==> src/rtl/vga_pkg.sv <==
// rtl/vga_pkg.sv - shared VGA 640x480 timing constants, phase enums and tile helper
package vga_pkg;

  // Horizontal timing in pixels
  localparam logic [9:0] H_VISIBLE    = 10'd640;
  localparam logic [9:0] H_FP_LEN     = 10'd16;
  localparam logic [9:0] H_SYNC_LEN   = 10'd96;
  localparam logic [9:0] H_BP_LEN     = 10'd48;
  localparam logic [9:0] H_FP_START   = H_VISIBLE;
  localparam logic [9:0] H_SYNC_START = H_FP_START + H_FP_LEN;
  localparam logic [9:0] H_BP_START   = H_SYNC_START + H_SYNC_LEN;
  localparam logic [9:0] H_TOTAL      = H_BP_START + H_BP_LEN;
  localparam logic [9:0] H_LAST       = H_TOTAL - 10'd1;

  // Vertical timing in lines
  localparam logic [9:0] V_VISIBLE    = 10'd480;
  localparam logic [9:0] V_FP_LEN     = 10'd10;
  localparam logic [9:0] V_SYNC_LEN   = 10'd2;
  localparam logic [9:0] V_BP_LEN     = 10'd33;
  localparam logic [9:0] V_FP_START   = V_VISIBLE;
  localparam logic [9:0] V_SYNC_START = V_FP_START + V_FP_LEN;
  localparam logic [9:0] V_BP_START   = V_SYNC_START + V_SYNC_LEN;
  localparam logic [9:0] V_TOTAL      = V_BP_START + V_BP_LEN;
  localparam logic [9:0] V_LAST       = V_TOTAL - 10'd1;

  // Tile grid: 32x32 pixel tiles, 20 across, 15 down
  localparam int unsigned VGA_TILE_SHIFT = 5;
  localparam int unsigned VGA_TILES_X    = 20;
  localparam int unsigned VGA_TILES_Y    = 15;

  typedef enum logic [1:0] {H_ACT, H_FP, H_SYNC, H_BP} h_phase_t;
  typedef enum logic [1:0] {V_ACT, V_FP, V_SYNC, V_BP} v_phase_t;

  // Constant multiply as a sum of shifted copies; with a constant k this
  // reduces to a few adders (20 = 16 + 4 -> two terms).
  function automatic logic [8:0] shift_add_mul(input logic [9:0] a, input int unsigned k);
    logic [8:0] acc;
    acc = '0;
    for (int i = 0; i < 9; i++) begin
      if (k[i]) acc = acc + 9'(a << i);
    end
    return acc;
  endfunction

endpackage

==> src/rtl/vga_scan_gen_if.sv <==
// rtl/vga_scan_gen_if.sv - scan position, sync and tile outputs of the VGA scan generator
interface vga_scan_gen_if;
  logic [9:0] DrawX;
  logic [9:0] DrawY;
  logic       hs;
  logic       vs;
  logic       blank;
  logic [8:0] TileIdx;
  logic       frame_start;
  logic       pix_ce;

  modport master (
    output DrawX, DrawY, hs, vs, blank, TileIdx, frame_start, pix_ce
  );

  modport slave (
    input DrawX, DrawY, hs, vs, blank, TileIdx, frame_start, pix_ce
  );
endinterface

==> src/rtl/pix_ce_gen.sv <==
// rtl/pix_ce_gen.sv - pixel tick enable; VGA_PIX_DIV2_EN selects Clk/2, otherwise every Clk
module pix_ce_gen (
  input  logic Clk,
  input  logic Reset,
  output logic pix_ce
);

`ifdef VGA_PIX_DIV2_EN
  logic ce_q;

  // Toggle each cycle; held low in reset so the first tick is the second cycle after release
  always_ff @(posedge Clk) begin
    if (Reset) ce_q <= 1'b0;
    else       ce_q <= ~ce_q;
  end

  assign pix_ce = ce_q;
`else
  logic unused_inputs;
  assign unused_inputs = Clk ^ Reset;
  assign pix_ce = 1'b1;
`endif

endmodule

==> src/rtl/vga_scan_gen.sv <==
// rtl/vga_scan_gen.sv - 640x480@60 VGA scan counter, sync/blank and tile index generator (option: VGA_PIX_DIV2_EN)
module vga_scan_gen
  import vga_pkg::*;
#(
  parameter int unsigned TILE_SHIFT = VGA_TILE_SHIFT,
  parameter int unsigned TILES_X    = VGA_TILES_X
) (
  input  logic           Clk,
  input  logic           Reset,
  vga_scan_gen_if.master vga
);

  logic       pix_ce;

  // Scan state
  logic       run_q;
  logic [9:0] h_q, v_q;
  h_phase_t   hst_q;
  v_phase_t   vst_q;

  // Registered outputs
  logic       hs_q, vs_q, blank_q, frame_start_q;
  logic [8:0] tile_q;

  // Next-state values
  logic [9:0] h_nxt, v_nxt;
  h_phase_t   hst_nxt;
  v_phase_t   vst_nxt;
  logic       h_wrap;
  logic       vis_nxt;
  logic [9:0] tile_row, tile_col;
  logic [8:0] tile_nxt;

  pix_ce_gen u_pix_ce_gen (
    .Clk    (Clk),
    .Reset  (Reset),
    .pix_ce (pix_ce)
  );

  // Next counter/phase values; the first tick after reset presents (0,0) instead of advancing
  always_comb begin
    h_nxt   = h_q;
    v_nxt   = v_q;
    hst_nxt = hst_q;
    vst_nxt = vst_q;
    h_wrap  = 1'b0;
    if (!run_q) begin
      h_nxt   = '0;
      v_nxt   = '0;
      hst_nxt = H_ACT;
      vst_nxt = V_ACT;
    end else begin
      if (h_q == H_LAST) begin
        h_nxt  = '0;
        h_wrap = 1'b1;
      end else begin
        h_nxt  = h_q + 10'd1;
      end
      if (h_wrap) v_nxt = (v_q == V_LAST) ? 10'd0 : v_q + 10'd1;

      case (hst_q)
        H_ACT:   if (h_nxt == H_FP_START)   hst_nxt = H_FP;
        H_FP:    if (h_nxt == H_SYNC_START) hst_nxt = H_SYNC;
        H_SYNC:  if (h_nxt == H_BP_START)   hst_nxt = H_BP;
        H_BP:    if (h_nxt == 10'd0)        hst_nxt = H_ACT;
        default:                            hst_nxt = H_ACT;
      endcase

      if (h_wrap) begin
        case (vst_q)
          V_ACT:   if (v_nxt == V_FP_START)   vst_nxt = V_FP;
          V_FP:    if (v_nxt == V_SYNC_START) vst_nxt = V_SYNC;
          V_SYNC:  if (v_nxt == V_BP_START)   vst_nxt = V_BP;
          V_BP:    if (v_nxt == 10'd0)        vst_nxt = V_ACT;
          default:                            vst_nxt = V_ACT;
        endcase
      end
    end
  end

  // Tile index of the next pixel, shift/add only; zero outside the visible area
  always_comb begin
    vis_nxt  = (hst_nxt == H_ACT) && (vst_nxt == V_ACT);
    tile_row = v_nxt >> TILE_SHIFT;
    tile_col = h_nxt >> TILE_SHIFT;
    tile_nxt = vis_nxt ? (shift_add_mul(tile_row, TILES_X) + 9'(tile_col)) : 9'd0;
  end

  // Advance counters and phases on ticks and register decoded outputs in step with them
  always_ff @(posedge Clk) begin
    if (Reset) begin
      run_q         <= 1'b0;
      h_q           <= '0;
      v_q           <= '0;
      hst_q         <= H_ACT;
      vst_q         <= V_ACT;
      hs_q          <= 1'b1;
      vs_q          <= 1'b1;
      blank_q       <= 1'b1;
      tile_q        <= '0;
      frame_start_q <= 1'b0;
    end else if (pix_ce) begin
      run_q         <= 1'b1;
      h_q           <= h_nxt;
      v_q           <= v_nxt;
      hst_q         <= hst_nxt;
      vst_q         <= vst_nxt;
      hs_q          <= (hst_nxt != H_SYNC);
      vs_q          <= (vst_nxt != V_SYNC);
      blank_q       <= ~vis_nxt;
      tile_q        <= tile_nxt;
      frame_start_q <= (h_nxt == 10'd0) && (v_nxt == 10'd0);
    end
  end

  assign vga.DrawX       = h_q;
  assign vga.DrawY       = v_q;
  assign vga.hs          = hs_q;
  assign vga.vs          = vs_q;
  assign vga.blank       = blank_q;
  assign vga.TileIdx     = tile_q;
  assign vga.frame_start = frame_start_q;
  assign vga.pix_ce      = pix_ce;

endmodule

==> src/flat_wrapper.sv <==
// flat-port wrapper written by rule: the top's interface ports become plain ports
module vga_scan_gen_flat import vga_pkg::*;
#(
  parameter int unsigned TILE_SHIFT = VGA_TILE_SHIFT,
  parameter int unsigned TILES_X    = VGA_TILES_X
)
  (Clk, Reset, vga_DrawX, vga_DrawY, vga_hs, vga_vs, vga_blank, vga_TileIdx, vga_frame_start, vga_pix_ce);
  vga_scan_gen_if vga_i ();
  input  logic Clk;
  input  logic Reset;
  output wire logic [$bits(vga_i.DrawX)-1:0] vga_DrawX;
  output wire logic [$bits(vga_i.DrawY)-1:0] vga_DrawY;
  output wire logic [$bits(vga_i.hs)-1:0] vga_hs;
  output wire logic [$bits(vga_i.vs)-1:0] vga_vs;
  output wire logic [$bits(vga_i.blank)-1:0] vga_blank;
  output wire logic [$bits(vga_i.TileIdx)-1:0] vga_TileIdx;
  output wire logic [$bits(vga_i.frame_start)-1:0] vga_frame_start;
  output wire logic [$bits(vga_i.pix_ce)-1:0] vga_pix_ce;
  assign vga_DrawX = vga_i.DrawX;
  assign vga_DrawY = vga_i.DrawY;
  assign vga_hs = vga_i.hs;
  assign vga_vs = vga_i.vs;
  assign vga_blank = vga_i.blank;
  assign vga_TileIdx = vga_i.TileIdx;
  assign vga_frame_start = vga_i.frame_start;
  assign vga_pix_ce = vga_i.pix_ce;
  vga_scan_gen #(.TILE_SHIFT(TILE_SHIFT), .TILES_X(TILES_X)) u_core (.Clk(Clk), .Reset(Reset), .vga(vga_i));
endmodule
==> config.mk <==
export PLATFORM = sky130hd
export DESIGN_NAME = vga_scan_gen_flat
export DESIGN_NICKNAME = d
export VERILOG_FILES = /design/src/rtl/vga_pkg.sv /design/src/rtl/vga_scan_gen_if.sv /design/src/rtl/pix_ce_gen.sv /design/src/rtl/vga_scan_gen.sv /design/src/flat_wrapper.sv
export SDC_FILE = /design/constraint.sdc
export NUM_CORES = 1
export LEC_CHECK = 0
export ABC_AREA = 1
export BUFFER_PORTS_ARGS = -buffer_cell sky130_fd_sc_hd__buf_4
export CAP_MARGIN = 20
export CORE_MARGIN = 10
export CORE_UTILIZATION = 45
export CTS_CLUSTER_DIAMETER = 80
export DETAILED_ROUTE_END_ITERATION = 6
export PLACE_DENSITY_LB_ADDON = 0.3
export RECOVER_POWER = 25
export SYNTH_ARGS = -nofsm -noshare
export SYNTH_HDL_FRONTEND = slang
export SYNTH_SLANG_ARGS = --single-unit
export TNS_END_PERCENT = 50
==> constraint.sdc <==
create_clock -name Clk -period 7.8 [get_ports Clk]
set_input_delay 0.78 -clock Clk [delete_from_list [all_inputs] [get_ports Clk]]
set_output_delay 0.78 -clock Clk [all_outputs]
set_load 0.02 [all_outputs]
Word-level counts from Yosys, hierarchy flattened
Index checks and enable logic that the tools add are counted.
Widths: inputs -> output; s select.
{ "word_totals": {"reg_bits": 38, "elab_cells": 65} }
{ "classes": {"addsub": 4, "eq_ne": 16, "n_mux": 23, "bitwise_logic": 1, "n_reduce_logical": 11} }
{ "ops": {"columns": ["op", "count"], "rows": [
  ["$mux 10", 7],
  ["$eq 10x10->1 const B", 5],
  ["$logic_not 10->1", 4],
  ["$eq 10x9->1 const B", 3],
  ["$mux 2", 11],
  ["$add 10x1->10 const B", 2],
  ["$pmux 2 s4", 2],
  ["$add 7x9->9", 1],
  ["$add 9x5->9", 1],
  ["$eq 2x2->1 const B", 4],
  ["$logic_not 2->1", 4],
  ["$eq 2x1->1 const B", 2],
  ["$ne 2x2->1 const B", 2],
  ["$mux 1", 3],
  ["$logic_and 1x1->1", 2],
  ["$reduce_or 2->1", 1],
  ["$not 1->1", 1]
]} }

Depth between registers and ports, before layout
{ "logic_depth": {"depth_word": 14, "ltp_mapped": 22, "ltp_nobuf": 21} }

Modules after synthesis
From an unflattened synthesis, not the netlist that was laid out.
{ "unflattened": {"cells_unflattened": 459, "area_unflattened_um2": 2861.5} }
{ "by_module_without_submodules": {"columns": ["module", "instances", "cells_each", "area_per_inst_um2"], "rows": [
  ["vga_scan_gen", 1, 457, 2850.2],
  ["pix_ce_gen", 1, 2, 11.3]
]} }

Worst setup path after synthesis
Ideal clock, no wire load.
{ "synth_timing": {"path_kind": "register to register", "startpoint": "register u_core.h_q[0], in the netlist u_core.vga.DrawX[0]", "endpoint": "register u_core.tile_q[7], in the netlist u_core.vga.TileIdx[7]", "setup_ns": 0.116, "t_arrival_ns": 3.203, "setup_slack_ns": 4.481, "path_stages_with_launch": 20, "path_buffers": 1, "synth_period_minus_slack_ns": 3.319, "path_cell_list": "dfxtp_1 -> ha_1 -> nand2_2 -> nor2_2 -> nand2_2 -> nor2_8 -> buf_6 -> nand2_1 -> nand2_1 -> nand2_2 -> inv_1 -> nand2_1 -> fa_1 -> inv_1 -> fa_1 -> a21oi_1 -> o21ai_0 -> xor2_1 -> inv_1 -> nor2_2"} }
{ "synth_via": {"elab_chain_cells": 14, "word_cells_on_any_way": 38} }
{ "synth_lines": {"columns": ["element", "line", "rtl"], "rows": [
  ["start, declared", "vga_scan_gen.sv:17", "logic [9:0] h_q, v_q;"],
  ["start signal, assigned", "vga_scan_gen.sv:104", "h_q <= h_nxt;"],
  ["parallel branches: the longest is 14 deep, another holds $add 7x9->9", null, null],
  ["end signal, assigned", "vga_scan_gen.sv:111", "tile_q <= tile_nxt;"],
  ["end, declared", "vga_scan_gen.sv:23", "logic [8:0] tile_q;"]
]} }
Several ways; the timed one is not identified. The select of a mux whose other input is x is not followed.
A chain may end at the register's enable or synchronous reset.

Worst setup path in the final report
{ "layout_timing": {"startpoint": "register u_core.h_q[0], in the netlist u_core.vga.DrawX[0]", "endpoint": "register u_core.tile_q[7], in the netlist u_core.vga.TileIdx[7]"} }
{ "layout_via": {"word_cells_on_any_way": 38} }
{ "layout_rtl": {"columns": ["element", "line", "rtl"], "rows": [
  ["$eq 10x10->1", "vga_scan_gen.sv:53", "if (h_q == H_LAST) begin"],
  ["$mux 1", "vga_scan_gen.sv:53", null],
  ["$mux 1", "vga_scan_gen.sv:47", "if (!run_q) begin"],
  ["$mux 10", "vga_scan_gen.sv:59", "if (h_wrap) v_nxt = (v_q == V_LAST) ? 10'd0 : v_q + 10'd1;"],
  ["$mux 10 (2 in a row)", "vga_scan_gen.sv:47", null],
  ["named net u_core.v_nxt[5]", "vga_scan_gen.sv:26", "logic [9:0] h_nxt, v_nxt;"],
  ["$add 7x9->9", "vga_pkg.sv:40", "if (k[i]) acc = acc + 9'(a << i);"],
  ["$add 9x5->9", "vga_scan_gen.sv:86", "tile_nxt = vis_nxt ? (shift_add_mul(tile_row, TILES_X) + 9'(tile_col)) : 9'd0;"]
]} }
The timed path passes the listed nets, and every way through them passes these cells. The select of a mux whose other input is x is not followed.

==> results.tsv <==
metric	value	unit
status	finished clean	
dr.first_iter.drc_count	134	
area_growth	14.0	%
cts-buffers-inserted	5	
peakVddDrop	110	uV
fin_nets	427	
cts_setup_buffers	0	
synth_edf_count	0	
final_hold_viol_count	0	
yosysSeqAreaShare	0.313	
tritoncts	built	
root_buffer	clkbuf_8	
clkLatencyLatePin	0.28	ns
syn_area_per_cell	6.42	um^2
clockBufferDepth	2	
grt_max_degree	26	
post_dp_cell_area	2720	um^2
place_congestion	0.881	
fin_tns_setup	0	ns
hold_path_depth	2	
portBuffers	34	
clock_skew	0.00415	ns
fin_util	0.535	
ant_nets	0	
worstPathRequired	7.98	ns
htree_num_levels	2	
setup-violations-final	0	
rows	26	
cp-start-kind	register	
routed_wl	5820	um
leakage	1.42	nW
die_h	93.5	um
hold_path_class	register to register	
maxCapViolCount	0	
fin_area	2770	um^2
drc_errors	0	
ys_types	31	
hold_buffers	0	
dp_hpwl	4550	um
p_per_area	126	nW/um^2
fillers	519	
grt_pass1_vias	2193	
viasPerCell	4.88	
max_slew_margin	0.590	
cp_slowest_cell	fa_1	
antenna_found_initial	0	
start_util	0.470	
crit_fanout	25	
totalPowerFinal	348	uW
path_cells	ha_1, nand2_2, nor2_2, nand2_2, nor2_8, nand2_2, nand2_1, nand2_1, nor2_1, inv_1, fa_1, inv_1, fa_1, a21oi_1, o21ai_0, xor2_1, inv_1, nor2_2	
cts_sinks	38	
drive_gt1_frac	0.136	
netlist_area	2430	um^2
grt_pass1_wl	10000	um
grtUsageTotal	0.137	
rsz0062_at_grt	no	
post_drt_wl_per_cell	12.1	um
clk_pin_slew	0.08	ns
dr.pass1.iters	4	
dr_total_vias	2354	
max_freq	288	MHz
r2r_cells	18	
critPathMaxStageDelay	0.48	ns
die-area	8740	um^2
synth_ff_type	dfxtp_1	
synth_warnings	0	
core	5170	um^2
diodes	0	
grt.overflow.total	0	
syn_inst	378	
crit_arrival	3.65	ns
critPathCaptureType	register	
pre_cts_ws	4.35	ns
syn_nets	394	
worst_slack	4.33	ns
worst_pin_slew	0.616	ns
dieWidth	93.5	um
critPathKind	register to register	
cts_resized	0	
io_pins	36	
slew_viol_final	0	
fin_crit	3.47	ns
synth_seq_cells	38	
synthArstFlopShare	0	
finalCritPeriodShare	0.445	
==> path summary, 6_finish.rpt <==
kind	from	endpoint	slack [ns]
hold / removal	u_core.vga.DrawY[1]	u_core.vga.DrawY[1]	0.63
setup reg to reg	u_core.vga.DrawX[0]	u_core.vga.TileIdx[7]	4.33
hold reg to reg	u_core.vga.DrawY[1]	u_core.vga.DrawY[1]	0.63
setup / recovery	u_core.vga.DrawX[0]	u_core.vga.TileIdx[7]	4.33
==> kinds of logic (layout without fill, tap and decap cells) <==
family | after synthesis | after routing | share of synthesized area
XOR/XNOR | 4 | 4 | 0.0144
AND/OR/NAND/NOR | 244 | 244 | 0.448
other | 1 | 1 | 0.00154
flip-flops | 38 | 38 | 0.313
AO/OA/AOI/OAI | 17 | 17 | 0.0433
adder cells (fa/ha/maj) | 14 | 14 | 0.0783
buffers and inverters | 60 | 94 | 0.101
==> critical path, delay by kind of cell (launching register included) <==
| family | cells | cell delay, ns |
|---|---|---|
| compound gates | 2 | 0.26 |
| xor+xnor | 1 | 0.15 |
| fa+ha+maj | 3 | 1.22 |
| buf+inv | 3 | 0.22 |
| flops | 1 | 0.44 |
| simple gates | 9 | 1.07 |
==> area by class of cell <==
class | instances | area (um^2) | area share
tap | 70 | 87.6 | 0.0316
multi-input combinational | 280 | 1420 | 0.514
inverter | 52 | 195 | 0.0705
timing repair buffer | 34 | 210 | 0.0759
clock inverter | 1 | 5.00 | 0.00181
clock buffer | 7 | 86.3 | 0.0312
sequential | 38 | 761 | 0.275
==> per-stage QoR <==
stage,instances,hold WS (ns)
4_1_cts,482,0.630
5_1_grt,482,0.663
3_5_place_dp,474,0.617
3_3_place_gp,474,0.605
2_1_floorplan,378,0.570
6_report,482,0.628
==> cell usage in the layout, fill, tap and decap left out, types with 2 or more instances in the layout <==
| master | instances |
|---|---|
| nand2_1 | 98 |
| nor2_1 | 71 |
| inv_1 | 52 |
| dfxtp_1 | 38 |
| nand3_1 | 36 |
| buf_4 | 22 |
| nor2_2 | 14 |
| clkbuf_1 | 13 |
| ha_1 | 12 |
| nand4_1 | 9 |
| nand2_2 | 7 |
| a21oi_1 | 7 |
| clkbuf_8 | 6 |
| o21bai_1 | 3 |
| nor3_1 | 3 |
| nand3_2 | 2 |
| o21ai_1 | 2 |
| xor2_1 | 2 |
| xnor2_1 | 2 |
| fa_1 | 2 |
==> cells in the mapped netlist (3+ instances only) <==
cell type / number / area share
nand3_1: 36 / 0.074
nor3_1: 3 / 0.0062
nor2_2: 14 / 0.036
inv_1: 52 / 0.080
nand2_2: 7 / 0.018
nor2_1: 71 / 0.11
nand2_1: 98 / 0.15
nand4_1: 9 / 0.023
dfxtp_1: 38 / 0.31
ha_1: 12 / 0.062
o21bai_1: 3 / 0.0093
a21oi_1: 7 / 0.014
clkbuf_1: 4 / 0.0062
==> layer usage <==
layer / global-route usage / part of all wire / up-vias
met5: 0 / 0 / -
met4: 0.0424 / 0.010 / 0
met3: 0.0416 / 0.060 / 6
met2: 0.218 / 0.45 / 50
met1: 0.172 / 0.48 / 1057
li1: - / - / 1241
==> registers in the layout, summed over array words and instances (netlist names) <==
register                flops
u_core.vga.blank            1
u_core.vga.DrawY           10
u_core.run_q                1
u_core.vga.TileIdx          9
u_core.vga.DrawX           10
u_core.vga.frame_start      1
u_core.hst_q                2
u_core.vga.vs               1
u_core.vst_q                2
u_core.vga.hs               1
==> power by group <==
group / total (mW) / switching, mW / internal (mW)
registers: 0.197 / 0.00175 / 0.195
logic: 0.0121 / 0.00905 / 0.00306
clock network: 0.139 / 0.0672 / 0.0713
Power figures use the tool's default switching activity.
